File: src/rtl/fifo_pkg.sv
// Shared constants and parameter-legality helpers for the synchronous FIFO.
package fifo_pkg;

  localparam int DATA_W_DEF = 32'sd8;
  localparam int DEPTH_DEF  = 32'sd16;

  function automatic logic is_pow2(input int n);
    return (n > 32'sd0) && ((n & (n - 32'sd1)) == 32'sd0);
  endfunction

endpackage

File: src/rtl/fifo_mem.sv
// DEPTH x DATA_W register-array storage: one synchronous write port and one
// combinational read port. Contents are intentionally not reset.
module fifo_mem
  import fifo_pkg::*;
#(
  parameter int DATA_W = DATA_W_DEF,
  parameter int DEPTH  = DEPTH_DEF
) (
  input  logic                     clk,
  input  logic                     i_we,
  input  logic [$clog2(DEPTH)-1:0] i_waddr,
  input  logic [DATA_W-1:0]        i_wdata,
  input  logic [$clog2(DEPTH)-1:0] i_raddr,
  output logic [DATA_W-1:0]        o_rdata
);

  logic [DATA_W-1:0] r_mem [DEPTH];

  // storage write port
  always_ff @(posedge clk) begin
    if (i_we) begin
      r_mem[i_waddr] <= i_wdata;
    end
  end

  assign o_rdata = r_mem[i_raddr];

endmodule

File: src/rtl/sync_fifo_param.sv
// Parameterised single-clock FIFO with registered status flags, error pulses
// and selectable registered-read or first-word-fall-through output.
module sync_fifo_param
  import fifo_pkg::*;
#(
  parameter int DATA_W   = DATA_W_DEF,
  parameter int DEPTH    = DEPTH_DEF,
  parameter int AF_LEVEL = DEPTH - 32'sd2,
  parameter int AE_LEVEL = 32'sd2,
  parameter int FWFT     = 32'sd0
) (
  input  logic                   clk,
  input  logic                   rst_n,
  input  logic [DATA_W-1:0]      data_in,
  input  logic                   wr_en,
  input  logic                   rd_en,
  output logic [DATA_W-1:0]      data_out,
  output logic                   full,
  output logic                   empty,
  output logic                   almost_full,
  output logic                   almost_empty,
  output logic [$clog2(DEPTH):0] count,
  output logic                   overflow,
  output logic                   underflow
);

  localparam int AW = $clog2(DEPTH);
  localparam int PW = AW + 1;
  localparam logic [PW-1:0] ONE_L   = PW'(32'd1);
  localparam logic [PW-1:0] ZERO_L  = PW'(32'd0);
  localparam logic [PW-1:0] DEPTH_L = PW'(DEPTH);
  localparam logic [PW-1:0] AF_L    = PW'(AF_LEVEL);
  localparam logic [PW-1:0] AE_L    = PW'(AE_LEVEL);

  generate
    if (!is_pow2(DEPTH) || (DEPTH < 32'sd4) || (AE_LEVEL >= AF_LEVEL)) begin : g_bad_params
      $error("sync_fifo_param: DEPTH must be a power of 2 (>=4) and AE_LEVEL < AF_LEVEL");
    end
  endgenerate

  logic [PW-1:0]     r_wr_ptr, r_rd_ptr, r_count;
  logic              r_full, r_empty, r_af, r_ae, r_ovf, r_udf;
  logic [DATA_W-1:0] r_dout;

  logic              w_wr_acc, w_rd_acc, w_ovf, w_udf;
  logic [PW-1:0]     w_wr_ptr_nxt, w_rd_ptr_nxt, w_count_nxt;
  logic [AW-1:0]     w_raddr;
  logic [DATA_W-1:0] w_rdata, w_dout_nxt;

  // access acceptance, pointer and occupancy next-state
  always_comb begin
    w_rd_acc     = rd_en & ~r_empty;
    w_wr_acc     = wr_en & (~r_full | w_rd_acc);
    w_ovf        = wr_en & ~w_wr_acc;
    w_udf        = rd_en & ~w_rd_acc;
    w_wr_ptr_nxt = w_wr_acc ? (r_wr_ptr + ONE_L) : r_wr_ptr;
    w_rd_ptr_nxt = w_rd_acc ? (r_rd_ptr + ONE_L) : r_rd_ptr;
    case ({w_wr_acc, w_rd_acc})
      2'b10:   w_count_nxt = r_count + ONE_L;
      2'b01:   w_count_nxt = r_count - ONE_L;
      default: w_count_nxt = r_count;
    endcase
  end

  // FWFT reads the entry that will be head after this edge
  assign w_raddr = (FWFT != 32'sd0) ? w_rd_ptr_nxt[AW-1:0] : r_rd_ptr[AW-1:0];

  // output data next-state; FWFT bypasses a write landing in the new head slot
  always_comb begin
    w_dout_nxt = r_dout;
    if (FWFT != 32'sd0) begin
      if (w_count_nxt == ZERO_L) begin
        w_dout_nxt = r_dout;
      end else if (w_wr_acc && (r_wr_ptr == w_rd_ptr_nxt)) begin
        w_dout_nxt = data_in;
      end else begin
        w_dout_nxt = w_rdata;
      end
    end else begin
      if (w_rd_acc) begin
        w_dout_nxt = w_rdata;
      end else begin
        w_dout_nxt = r_dout;
      end
    end
  end

  // state and registered status outputs
  always_ff @(posedge clk or negedge rst_n) begin
    if (!rst_n) begin
      r_wr_ptr <= ZERO_L;
      r_rd_ptr <= ZERO_L;
      r_count  <= ZERO_L;
      r_full   <= 1'b0;
      r_empty  <= 1'b1;
      r_af     <= 1'b0;
      r_ae     <= 1'b1;
      r_ovf    <= 1'b0;
      r_udf    <= 1'b0;
      r_dout   <= '0;
    end else begin
      r_wr_ptr <= w_wr_ptr_nxt;
      r_rd_ptr <= w_rd_ptr_nxt;
      r_count  <= w_count_nxt;
      r_full   <= (w_count_nxt == DEPTH_L);
      r_empty  <= (w_count_nxt == ZERO_L);
      r_af     <= (w_count_nxt >= AF_L);
      r_ae     <= (w_count_nxt <= AE_L);
      r_ovf    <= w_ovf;
      r_udf    <= w_udf;
      r_dout   <= w_dout_nxt;
    end
  end

  fifo_mem #(
    .DATA_W (DATA_W),
    .DEPTH  (DEPTH)
  ) u_mem (
    .clk     (clk),
    .i_we    (w_wr_acc),
    .i_waddr (r_wr_ptr[AW-1:0]),
    .i_wdata (data_in),
    .i_raddr (w_raddr),
    .o_rdata (w_rdata)
  );

  assign data_out     = r_dout;
  assign full         = r_full;
  assign empty        = r_empty;
  assign almost_full  = r_af;
  assign almost_empty = r_ae;
  assign count        = r_count;
  assign overflow     = r_ovf;
  assign underflow    = r_udf;

endmodule

File: config.mk
export PLATFORM = sky130hd
export DESIGN_NAME = sync_fifo_param
export DESIGN_NICKNAME = d
export VERILOG_FILES = /design/src/rtl/fifo_pkg.sv /design/src/rtl/fifo_mem.sv /design/src/rtl/sync_fifo_param.sv
export SDC_FILE = /design/constraint.sdc
export NUM_CORES = 1
export LEC_CHECK = 0
export CORE_MARGIN = 1.5
export CORE_UTILIZATION = 30
export CTS_CLUSTER_SIZE = 10
export DETAILED_ROUTE_END_ITERATION = 12
export GPL_ROUTABILITY_DRIVEN = 0
export REMOVE_ABC_BUFFERS = 1
export SYNTH_ARGS = -nofsm -noshare
export SYNTH_HDL_FRONTEND = slang
export SYNTH_HIERARCHICAL = 1
export SYNTH_SLANG_ARGS = --single-unit
File: constraint.sdc
create_clock -name clk -period 5.6 [get_ports clk]
set_input_delay 1.12 -clock clk [delete_from_list [all_inputs] [get_ports clk]]
set_output_delay 1.12 -clock clk [all_outputs]
set_load 0.01 [all_outputs]
Yosys cells after proc, flatten, opt, wreduce, memory -nomap -nowiden
Memories as Yosys holds them, arrays and structs flattened. A register that Yosys moved wholly into a read port is not among the register bits.
Cells that the tools add are included.
Cells by class
  add/subtract/negate cells: 4
  $lt $le $gt $ge: 2
  eq/ne operators: 3
  muxes and demuxes: 3
  bitwise operators: 9
  reductions and logical operators: 2
Operator list (count)
  adder 5 x 1 -> 5 bit, second input constant: 3
  one-hot mux 5 bit (2 select lines): 1
  equality test 5 bit, second input constant: 1
  greater-or-equal comparator 5 x 4 -> 1 bit, second input constant: 1
  <= comparator 5 x 2 -> 1 bit, second input constant: 1
  logical NOT 5 bit: 1
  subtractor 5 x 1 -> 5 bit, second input constant: 1
  AND 1 bit: 4
  NOT 1 bit: 4
  equality test 2 x 1 -> 1 bit, second input constant: 1
  equality test 2 bit, second input constant: 1
  2-to-1 mux 1 bit: 2
  logical NOT 1 bit: 1
  OR 1 bit: 1
Storage, ports and cells
  register bits: 21
  bits in writable memories: 128
  input bits: 12
  memories: 1
Memory list
  u_mem.r_mem: words 16, bits a word 8, read ports 1, clocked after memory_dff 1, wr ports 1, line fifo_mem.sv:17  | logic [DATA_W-1:0] r_mem [DEPTH];

Depth between registers and ports, before layout
  depth in word-level cells: 7
  gate-level depth with buffers: 12
  depth with buffers taken out: 11

By module
Netlist, hierarchy kept.
Modules (own cells, without submodules)
  fifo_mem: times used 1, cells an instance 221, area each 4987.3 um^2, seq. area each 3843.7 um^2
  sync_fifo_param: times used 1, cells an instance 126, area each 1316.3 um^2, seq. area each 678.2 um^2

Worst setup path after synthesis
OpenSTA, ideal clock, no wires.
  path kind: input port to flip-flop
  from: input port rd_en
  to: register r_af (netlist: almost_full)
  setup time: 120 ps
  arrival time: 3159 ps
  data required time: 5480 ps
  setup slack: 2321 ps
  cell stages on the path: 12
  buffers on the path: 2
  cells stage by stage: nand2b_1 -> inv_1 -> clkbuf_1 -> ha_1 -> buf_6 -> xor2_1 -> ha_1 -> or2b_1 -> a31oi_1 -> o211ai_2 -> xor2_2 -> a31o_1
On the way
  longest elaborated chain between the ends: 6
  elaborated cells between the ends (all ways): 7
  classes of those cells: order compare: 1; eq/ne: 2; mux: 1; bitwise: 3
RTL lines
  start, declared: line sync_fifo_param.sv:16  | input logic rd_en,
  AND 1 bit *: line sync_fifo_param.sv:52  | w_rd_acc = rd_en & ~r_empty;
  net w_rd_acc: line sync_fifo_param.sv:45  | logic w_wr_acc, w_rd_acc, w_ovf, w_udf;
  OR 1 bit: line sync_fifo_param.sv:53  | w_wr_acc = wr_en & (~r_full | w_rd_acc);
  AND 1 bit: line sync_fifo_param.sv:53
  equality test 2 x 1 -> 1 bit / equality test 2 bit (equally long branches): line sync_fifo_param.sv:58  | case ({w_wr_acc, w_rd_acc})
  one-hot mux 5 bit (2 select lines) *: line sync_fifo_param.sv:58
  net w_count_nxt[4]: line sync_fifo_param.sv:46  | logic [PW-1:0] w_wr_ptr_nxt, w_rd_ptr_nxt, w_count_nxt;
  greater-or-equal comparator 5 x 4 -> 1 bit *: line sync_fifo_param.sv:107  | r_af <= (w_count_nxt >= AF_L);
  end signal, assigned: line sync_fifo_param.sv:107
  end, declared: line sync_fifo_param.sv:42  | logic r_full, r_empty, r_af, r_ae, r_ovf, r_udf;
Mark *: on every way through the listed nets, which the timed path passes. The rest lies on a longest branch.
A chain may end at the register's enable or synchronous reset.

Worst setup path after layout
  from: input port rd_en
  to: register r_full (netlist: full)
On the way
  longest elaborated chain between the ends: 6
  elaborated cells between the ends (all ways): 7
  classes of those cells: eq/ne: 3; mux: 1; bitwise: 3
RTL lines
  AND 1 bit *: line sync_fifo_param.sv:52
  OR 1 bit: line sync_fifo_param.sv:53
  AND 1 bit: line sync_fifo_param.sv:53
  equality test 2 x 1 -> 1 bit / equality test 2 bit (equally long branches): line sync_fifo_param.sv:58
  one-hot mux 5 bit (2 select lines) *: line sync_fifo_param.sv:58
  net w_count_nxt[4]: line sync_fifo_param.sv:46
  equality test 5 bit *: line sync_fifo_param.sv:105  | r_full <= (w_count_nxt == DEPTH_L);
  end signal, assigned: line sync_fifo_param.sv:105
  end, declared: line sync_fifo_param.sv:42
Marked as above.

==> results.py <==
metrics = {
    "run_status": {
        "status": "complete, no violations",
    },
    "clocking": {
        "path_clk_slew_ns": 0.06,
        "insertion_delay_ns": 0.43,
        "h-tree-depth": 4,
        "post-cts-setup-buffers": 0,
        "cts_root_buf": "clkbuf_16",
        "cts_tree": "built",
        "numCtsBuffers": 17,
        "clock_path_buffers": 2,
        "ctsResizeCount": 0,
        "clkSinkCount": 155,
        "postCtsHoldBufs": 0,
    },
    "critical_path": {
        "slowest_stage": "clkdlybuf4s50_1",
        "worst_setup_path_end_kind": "flip-flop",
        "crit_family": "buffers and inverters",
        "crit_buf_inv": 2,
        "cp_common_cell": "ha_1",
        "worstSetupPathType": "input pin to flip-flop",
        "cp_max_fo": 13,
        "crit_path_cell_trace": "clkdlybuf4s50_1 -> nand2b_1 -> inv_1 -> ha_1 -> xor2_1 -> ha_1 -> or2b_1 -> a31oi_1 -> o211ai_2 -> xor2_2 -> nor3b_2",
        "critPathLaunchType": "input pin",
        "cp.required_ns": 5.95,
        "arrival_ns": 4.16,
        "max_stage_delay_ns": 0.48,
    },
    "floorplanning": {
        "dieArea_mm2": 0.0219,
        "fp-row-count": 52,
        "die_h_um": 148,
        "start_util": 0.309,
        "die_w_um": 148,
        "core_area_mm2": 0.0204,
        "io_pins": 31,
    },
    "logic_synthesis": {
        "synth_top_cell_area_share": 0.610,
        "synth_xor_area_frac": 0.0151,
        "synth_cells": 347,
        "synth_compound_area_frac": 0.0355,
        "synth.most_common_cell": "edfxtp_1",
        "synth_edf_count": 128,
        "ys_warn_count": 6,
        "synth_fa_ha_area_frac": 0.0119,
        "synthMuxAreaShare": 0.126,
        "synthFlopType": "edfxtp_1",
        "synth_top_cell_by_area": "edfxtp_1",
        "synth.avg_cell_area_um2": 18.2,
        "synth-simple-area-share": 0.0717,
        "ys_async_sr_fraction": 0.174,
        "synth.distinct_cells": 46,
        "yosys-top-cells-area": "edfxtp_1 61%, dfrtp_1 9.9%, mux4_2 6.4%, mux4_1 5.8%, nand2_1 2.6%",
        "synth_area_mm2": 0.00630,
        "postSynthRegisterBits": 155,
        "synth_commonest_cells": "128 x edfxtp_1, 43 x nand2_1, 25 x dfrtp_1",
        "ys_seq_area_frac": 0.717,
        "synth_top_family_by_area": "multiplexers",
    },
    "timing": {
        "slew-limit-headroom": 0.211,
        "finalHoldViolCount": 0,
        "holdWs_ns": 0.489,
        "rsz0062_at_grt": "no",
        "slew_violations": 0,
        "setup_viol": 0,
        "worstMarginPinSlew_ns": 1.18,
        "fin_skew_ns": 0.0121,
        "fin_crit_sh": 0.680,
        "min_period_ns": 3.81,
        "finalSetupTns_ns": 0,
        "fmax_mhz": 262,
    },
    "global_route": {
        "track_usage": 0.122,
        "antenna_found_initial": 0,
        "grt_overflow": 0,
        "grt_pass1_vias": 3262,
        "grt_max_degree": 36,
        "grt_pass1_wl_um": 19300,
    },
    "layout": {
        "syn2layout_area_growth_pct": 16.7,
        "drive_above_1_share": 0.157,
        "fillCellCount": 1951,
        "final_area_mm2": 0.00736,
        "num_antenna_cells": 0,
        "nets": 402,
    },
    "power": {
        "powerDensity_mw_per_mm2": 502,
        "ir_worst_vdd_mv": 0.238,
        "comb_power_share": 0.276,
        "sw_frac_of_total": 0.320,
        "p_int_w": 0.00251,
        "p_switching_w": 0.00118,
        "p_clk_frac": 0.268,
        "p_leak_nw": 2.51,
        "p_seq_frac": 0.456,
    },
    "place": {
        "io_buffers": 30,
        "hpwl_um": 7860,
        "placed_cell_area_mm2": 0.00685,
    },
    "routing": {
        "postRouteAntennaNets": 0,
        "route.detailed.drc": 0,
        "via_per_inst": 4.80,
        "routed_wl_um": 12600,
        "post_drt_wl_per_cell_um": 18.9,
        "drtPass1Iterations": 4,
        "first_iter_violations": 230,
        "vias": 3194,
    },
    "run": {
        "drv_cap": 0,
    },
    "hold_path": {
        "hp-class": "flip-flop to flip-flop",
    },
}
## registers in the layout (all words and copies together), names as in the netlist, 4 cells and up
register	count
u_mem/r_mem	128
data_out	8
count	5
r_rd_ptr	4
r_wr_ptr	4
## final timing paths
check | endpoint | slack (ns) | depth (start not counted) | start
max | full | 1.79 | 11 | rd_en
min | data_out[3] | 0.49 | 2 | data_out[3]
max reg2reg | full | 2.40 | 10 | empty
min reg2reg | data_out[3] | 0.49 | 2 | data_out[3]
max in group asynchronous | r_rd_ptr[0] | 3.48 | 1 | rst_n
min in group asynchronous | count[4] | 1.33 | 1 | rst_n
## cells by family (layout without fill, tap and decap cells)
family / after synthesis / count (layout)
flops: 155 / 155
buf+inv: 20 / 68
xor+xnor: 10 / 10
mux: 34 / 34
simple gates: 94 / 94
compound gates: 28 / 28
fa+ha+maj: 6 / 6
## metal layers
layer	wire, um	global-route usage
met3	659	0.0364
met4	214	0.0446
met1	5680	0.161
met2	6020	0.192
met5	0	0
## cell type report
cell class	instances	area [um^2]	share of cell area
Clock inverter	11	75.1	0.0102
Inverter	5	18.8	0.00255
Tap cell	270	338	0.0459
Multi-Input combinational cell	172	1640	0.224
Sequential cell	155	4520	0.615
Timing Repair Buffer	33	323	0.0439
Clock buffer	19	433	0.0589
## power groups by stage
stage	registers [W]	logic (W)	clock network, W
after global routing	0.00172	0.00110	0.00106
after detailed placement	0.00172	0.00102	0
after floorplan	0.00165	0.000644	0
final	0.00168	0.00102	0.000991
after CTS	0.00169	0.00102	0.00102
after global placement	0.00171	0.00100	0
## worst reg2reg max path, stage by stage (launching register included)
cell and delay, ns:
dfstp_2 0.54, nand2b_1 0.40, inv_1 0.30, ha_1 0.38, xor2_1 0.20, ha_1 0.25
or2b_1 0.25, a31oi_1 0.21, o211ai_2 0.13, xor2_2 0.26, nor3b_2 0.20
## cell usage in the layout, fill, tap and decap left out, types with 14 or more instances in the layout
cell and count:
nor2_1 18, dfrtp_1 23, clkdlybuf4s50_1 30, mux4_1 14, nand2_1 43, a22oi_1 16
clkbuf_16 17, mux4_2 18, edfxtp_1 128
## metrics by stage
| step | util | total power (W) | setup slack [ns] | cells |
|---|---|---|---|---|
| after CTS | 0.360 | 0.00374 | 1.79 | 665 |
| after global routing | 0.360 | 0.00388 | 1.57 | 665 |
| after global placement | 0.335 | 0.00271 | 1.54 | 635 |
| final | 0.360 | 0.00369 | 1.79 | 665 |
| after floorplan | - | 0.00230 | 2.26 | 332 |
| after detailed placement | 0.335 | 0.00274 | 1.39 | 635 |
No activity file was read; power rests on OpenSTA's default activity.
==> patch 1 (same flow settings) <==
Take the reset off `r_dout` and load it in a clocked block of its own.
--- a/src/rtl/sync_fifo_param.sv
+++ b/src/rtl/sync_fifo_param.sv
@@ -98,5 +98,4 @@
       r_ovf    <= 1'b0;
       r_udf    <= 1'b0;
-      r_dout   <= '0;
     end else begin
       r_wr_ptr <= w_wr_ptr_nxt;
@@ -109,6 +108,9 @@
       r_ovf    <= w_ovf;
       r_udf    <= w_udf;
-      r_dout   <= w_dout_nxt;
     end
+  end
+
+  always_ff @(posedge clk) begin
+    r_dout <= w_dout_nxt;
   end
 
Behaviour: differs if rst_n is asserted again (counterexample within 4 cycles, from zero or initial values and one cycle with rst_n low); with rst_n held inactive, the same outputs for 10 cycles.
==> patch 1 against the original RTL <==
Area after synthesis decreased by 0.91%; sequential cell count unchanged; synthesized cell count decreased by 7.5%; register-to-register slack improved by 0.18 ns; cell area increased by 0.12%; hold slack improved by 0.051 ns; setup slack improved by 0.064 ns; routed wire length decreased by 3.3%; total power increased by 1.8%; global-route usage decreased by 0.16 points; largest cell class unchanged.
==> patch 1: results (changes against the original RTL) <==
* GR Util All Layers at 12.1% (-0.16 points)
* Final std cells w/o fill at 644 (-3.2%)
* Layout Nets at 379 (-5.7%)
* Top reg by flops: u_mem/r_mem
* Sequential cell area at 0.00456 mm2 (+0.88%)
* Vias in the first global route at 3191 (-2.2%)
* Area contributors post-synth: edfxtp_1 65%, dfrtp_1 6.8%, mux4_2 6.5%
* First-pass GRT wire length at 18.9 mm (-2.1%)
* Crit path DAT at 4.09 ns (-0.07 ns)
* Leakage power at 2.46 nW (-2.2%)
* EDFF count, synth at 136 (+6.3%)
* Ys async rst share at 12.3% (-5.2 points)
* Met1 Wirelength at 5.56 mm (-2.1%)
* HP Class: reg2reg
* Top cells by count, synth: 136 x edfxtp_1, 19 x nand2_1, 18 x mux4_2, 18 x nor2_1, 17 x dfrtp_1
* Routed wl met2 at 5.81 mm (-3.5%)
* Filler instances at 1931 (-1.0%)
* Setup WS pre-CTS at 1.39 ns (+0.00321 ns)
* Slew headroom at 14.5% (-6.6 points)
* Sequential Power Share at 43.4% (-2.2 points)
* Via count at 3064 (-4.1%)
* Skew-Pair Late Insertion Delay at between 0.4 and 0.5 ns
* Max reg flops at 128 (unchanged)
* Post-DP HPWL at 7.54 mm (-4.1%)
* Clk_skew at 0.00838 ns (-0.00374 ns)
* Xor/xnor cell area share of the yosys netlist at 1.52% (+0.014 points)
* Synth unique cells at 45 (-2.2%)
* Register area share after synthesis at 73.0% (+1.3 points)
* Post-synthesis mux area share at 12.7% (+0.12 points)
* Delay-heaviest family, CP: buffers and inverters
* Layout cell share with drive strength beyond 1 at 17.1% (+1.4 points)
* Pwr Total at 3.76 mW (+1.8%)
* Max IR drop VDD at 0.227 mV (-5.0%)
* Initial DRC Count at 199 (-13%)
* Clock network power at 1.09 mW (+10%)
* Post-Synth Adder-Cell Area at 1.20% (+0.011 points)
* Wire per inst at 18.9 um (-0.18%)
* Placed Instance Area at 0.00680 mm2 (-0.69%)
* Post-synthesis compound-gate area fraction at 3.59% (+0.033 points)
* Placed insts at 612 (-3.6%)
* Int Power at 2.63 mW (+4.7%)
* Cells after Synth at 321 (-7.5%)
* DR WL met3 at 593 um (-10%)
* Status: complete, no violations
## patch 1: cell types whose count changed after synthesis, sizes merged
cell / delta
clkbuf: -2
dfrtp: -8
edfxtp: +8
nand2: -24
xnor2: +1
xor2: -1
## patch 1: area by class of cell
cell class / instances / area share [%]
clock buffers: 21 / 5.98
clock inverters: 11 / 1.68
inverters: 5 / 0.255
multi-input cells: 148 / 21.0
flip-flops and latches: 155 / 62.0
well taps: 270 / 4.59
repair buffers: 34 / 4.49
## patch 1: routing by layer
layer / vias to the layer above / track usage [%]
met5: - / 0
met4: 0 / 4.95
met3: 17 / 3.39
met2: 59 / 18.8
met1: 1614 / 15.9
li1: 1374 / -
## patch 1: worst paths after layout
path                             from           to  slack, ns  cells after the start
worst max-delay path            rd_en         full       1.85                     11
worst min-delay path             full     overflow       0.54                      1
worst max register to register  empty         full       2.58                     10
worst min register to register   full     overflow       0.54                      1
max in group asynchronous       rst_n  r_rd_ptr[0]       3.82                      1
min in group asynchronous       rst_n     count[0]       1.19                      1
==> patch 2 (same settings) <==
Made on the original files. The parameter `FWFT` goes from 32'sd0 to 32'sd1.
--- a/src/rtl/sync_fifo_param.sv
+++ b/src/rtl/sync_fifo_param.sv
@@ -8,5 +8,5 @@
   parameter int AF_LEVEL = DEPTH - 32'sd2,
   parameter int AE_LEVEL = 32'sd2,
-  parameter int FWFT     = 32'sd0
+  parameter int FWFT     = 32'sd1
 ) (
   input  logic                   clk,
Function: changed (Yosys sat finds a counterexample within 4 cycles, from zero or initial values and one cycle with rst_n low).
==> patch 2 against the original RTL <==
Total power up 20%; setup slack got worse by 0.81 ns; hold slack better by 0.042 ns; sequential cell count increased by 2; area after synthesis up 5.1%; combinational power grew 63%; cell area grew 6.4%; routed wire length increased by 5.0%; largest power group is now combinational logic.
==> patch 2: results (changes against the original RTL) <==
* Status: complete, no violations
* Wire per inst at 18.7 um (-0.94%)
* Area contributors post-synth: edfxtp_1 58%, dfrtp_1 10%, mux4_2 6.1%
* Post-synthesis compound-gate area fraction at 4.32% (+0.77 points)
* Post-DP HPWL at 8.64 mm (+10%)
* Worst r2r path cells at 11 (+1)
* Delay-heaviest family, CP: simple AND/OR/NAND/NOR gates
* Xor/xnor cell area share of the yosys netlist at 1.72% (+0.21 points)
* Synth unique cells at 52 (+13%)
* Via density per instance at 4.92 (+2.4%)
* Max IR drop VDD at 0.295 mV (+24%)
* Layout cell share with drive strength beyond 1 at 20.7% (+5.0 points)
* GR Util All Layers at 12.6% (+0.37 points)
* Register area share after synthesis at 69.0% (-2.8 points)
* Synth top area share at 58.0% (-3.0 points)
* Leakage power at 2.69 nW (+7.1%)
* Ys async rst share at 18.5% (+1.1 points)
* Filler instances at 2022 (+3.6%)
* Slowest Stage Delay on Critical Path at 0.57 ns (+0.09 ns)
* FF-to-FF setup slack at 1.63 ns (-0.77 ns)
* Vias in the first global route at 3520 (+7.9%)
* Initial DRC Count at 209 (-9.1%)
* First-pass GRT wire length at 20.8 mm (+7.9%)
* Post-Synth Adder-Cell Area at 1.13% (-0.058 points)
* Layout Nets at 430 (+7.0%)
* Post-synthesis mux area share at 14.8% (+2.3 points)
* Clk_skew at 0.0187 ns (+0.00661 ns)
* Slew headroom at 38.0% (+17 points)
* Switch share at 33.3% (+1.3 points)
* Hold path start: r_wr_ptr[4]
## patch 2: metrics by stage
stage               std cells  hold WS [ns]  utilization [%]  cell area, um2  setup WS, ns
floorplan                 354         0.489                -            6510         0.190
global placement          673         0.504             33.3            7240         0.698
detailed placement        673         0.526             33.3            7240         0.577
CTS                       705         0.534             36.0            7830          1.01
global route              705         0.557             36.0            7830         0.765
finish                    705         0.531             36.0            7830         0.977
## patch 2: cells by family (layout without fill, tap and decap cells)
kind of cell    after synthesis  in the layout
compound gates               40             40
xor+xnor                     13             13
fa+ha+maj                     6              6
buf+inv                      24             81
flops                       157            157
mux                          51             51
simple gates                 77             77
## patch 2: final cells by class
type / count / share of cell area (%)
flip-flops and latches: 157 / 58.4
clock inverters: 15 / 2.06
well taps: 280 / 4.47
inverters: 10 / 0.479
repair buffers: 39 / 4.70
clock buffers: 17 / 5.43
multi-input cells: 187 / 24.5
## patch 2: worst min path at each step
stage	to	cells past startpoint
after floorplan	r_rd_ptr[4]	1
after detailed placement	data_out[0]	1
final	r_wr_ptr[4]	1
after global placement	r_rd_ptr[4]	1
after CTS	r_wr_ptr[4]	1
after global routing	data_out[4]	1
## patch 2: power by group through the flow
stage | Combinational, mW | Clock [mW] | Sequential, mW
after global placement | 1.64 | 0 | 1.65
after CTS | 1.69 | 1.16 | 1.64
after global routing | 1.83 | 1.21 | 1.66
after floorplan | 1.18 | 0 | 1.63
final | 1.66 | 1.14 | 1.64
after detailed placement | 1.67 | 0 | 1.67
## patch 2: metal layers
| metal | wire length, um | global-route usage [%] | vias up |
|---|---|---|---|
| li1 | - | - | 1566 |
| met2 | 6470 | 20.4 | 87 |
| met1 | 5940 | 16.2 | 1804 |
| met3 | 699 | 3.86 | 9 |
| met4 | 93 | 3.94 | 0 |
| met5 | 0 | 0 | - |
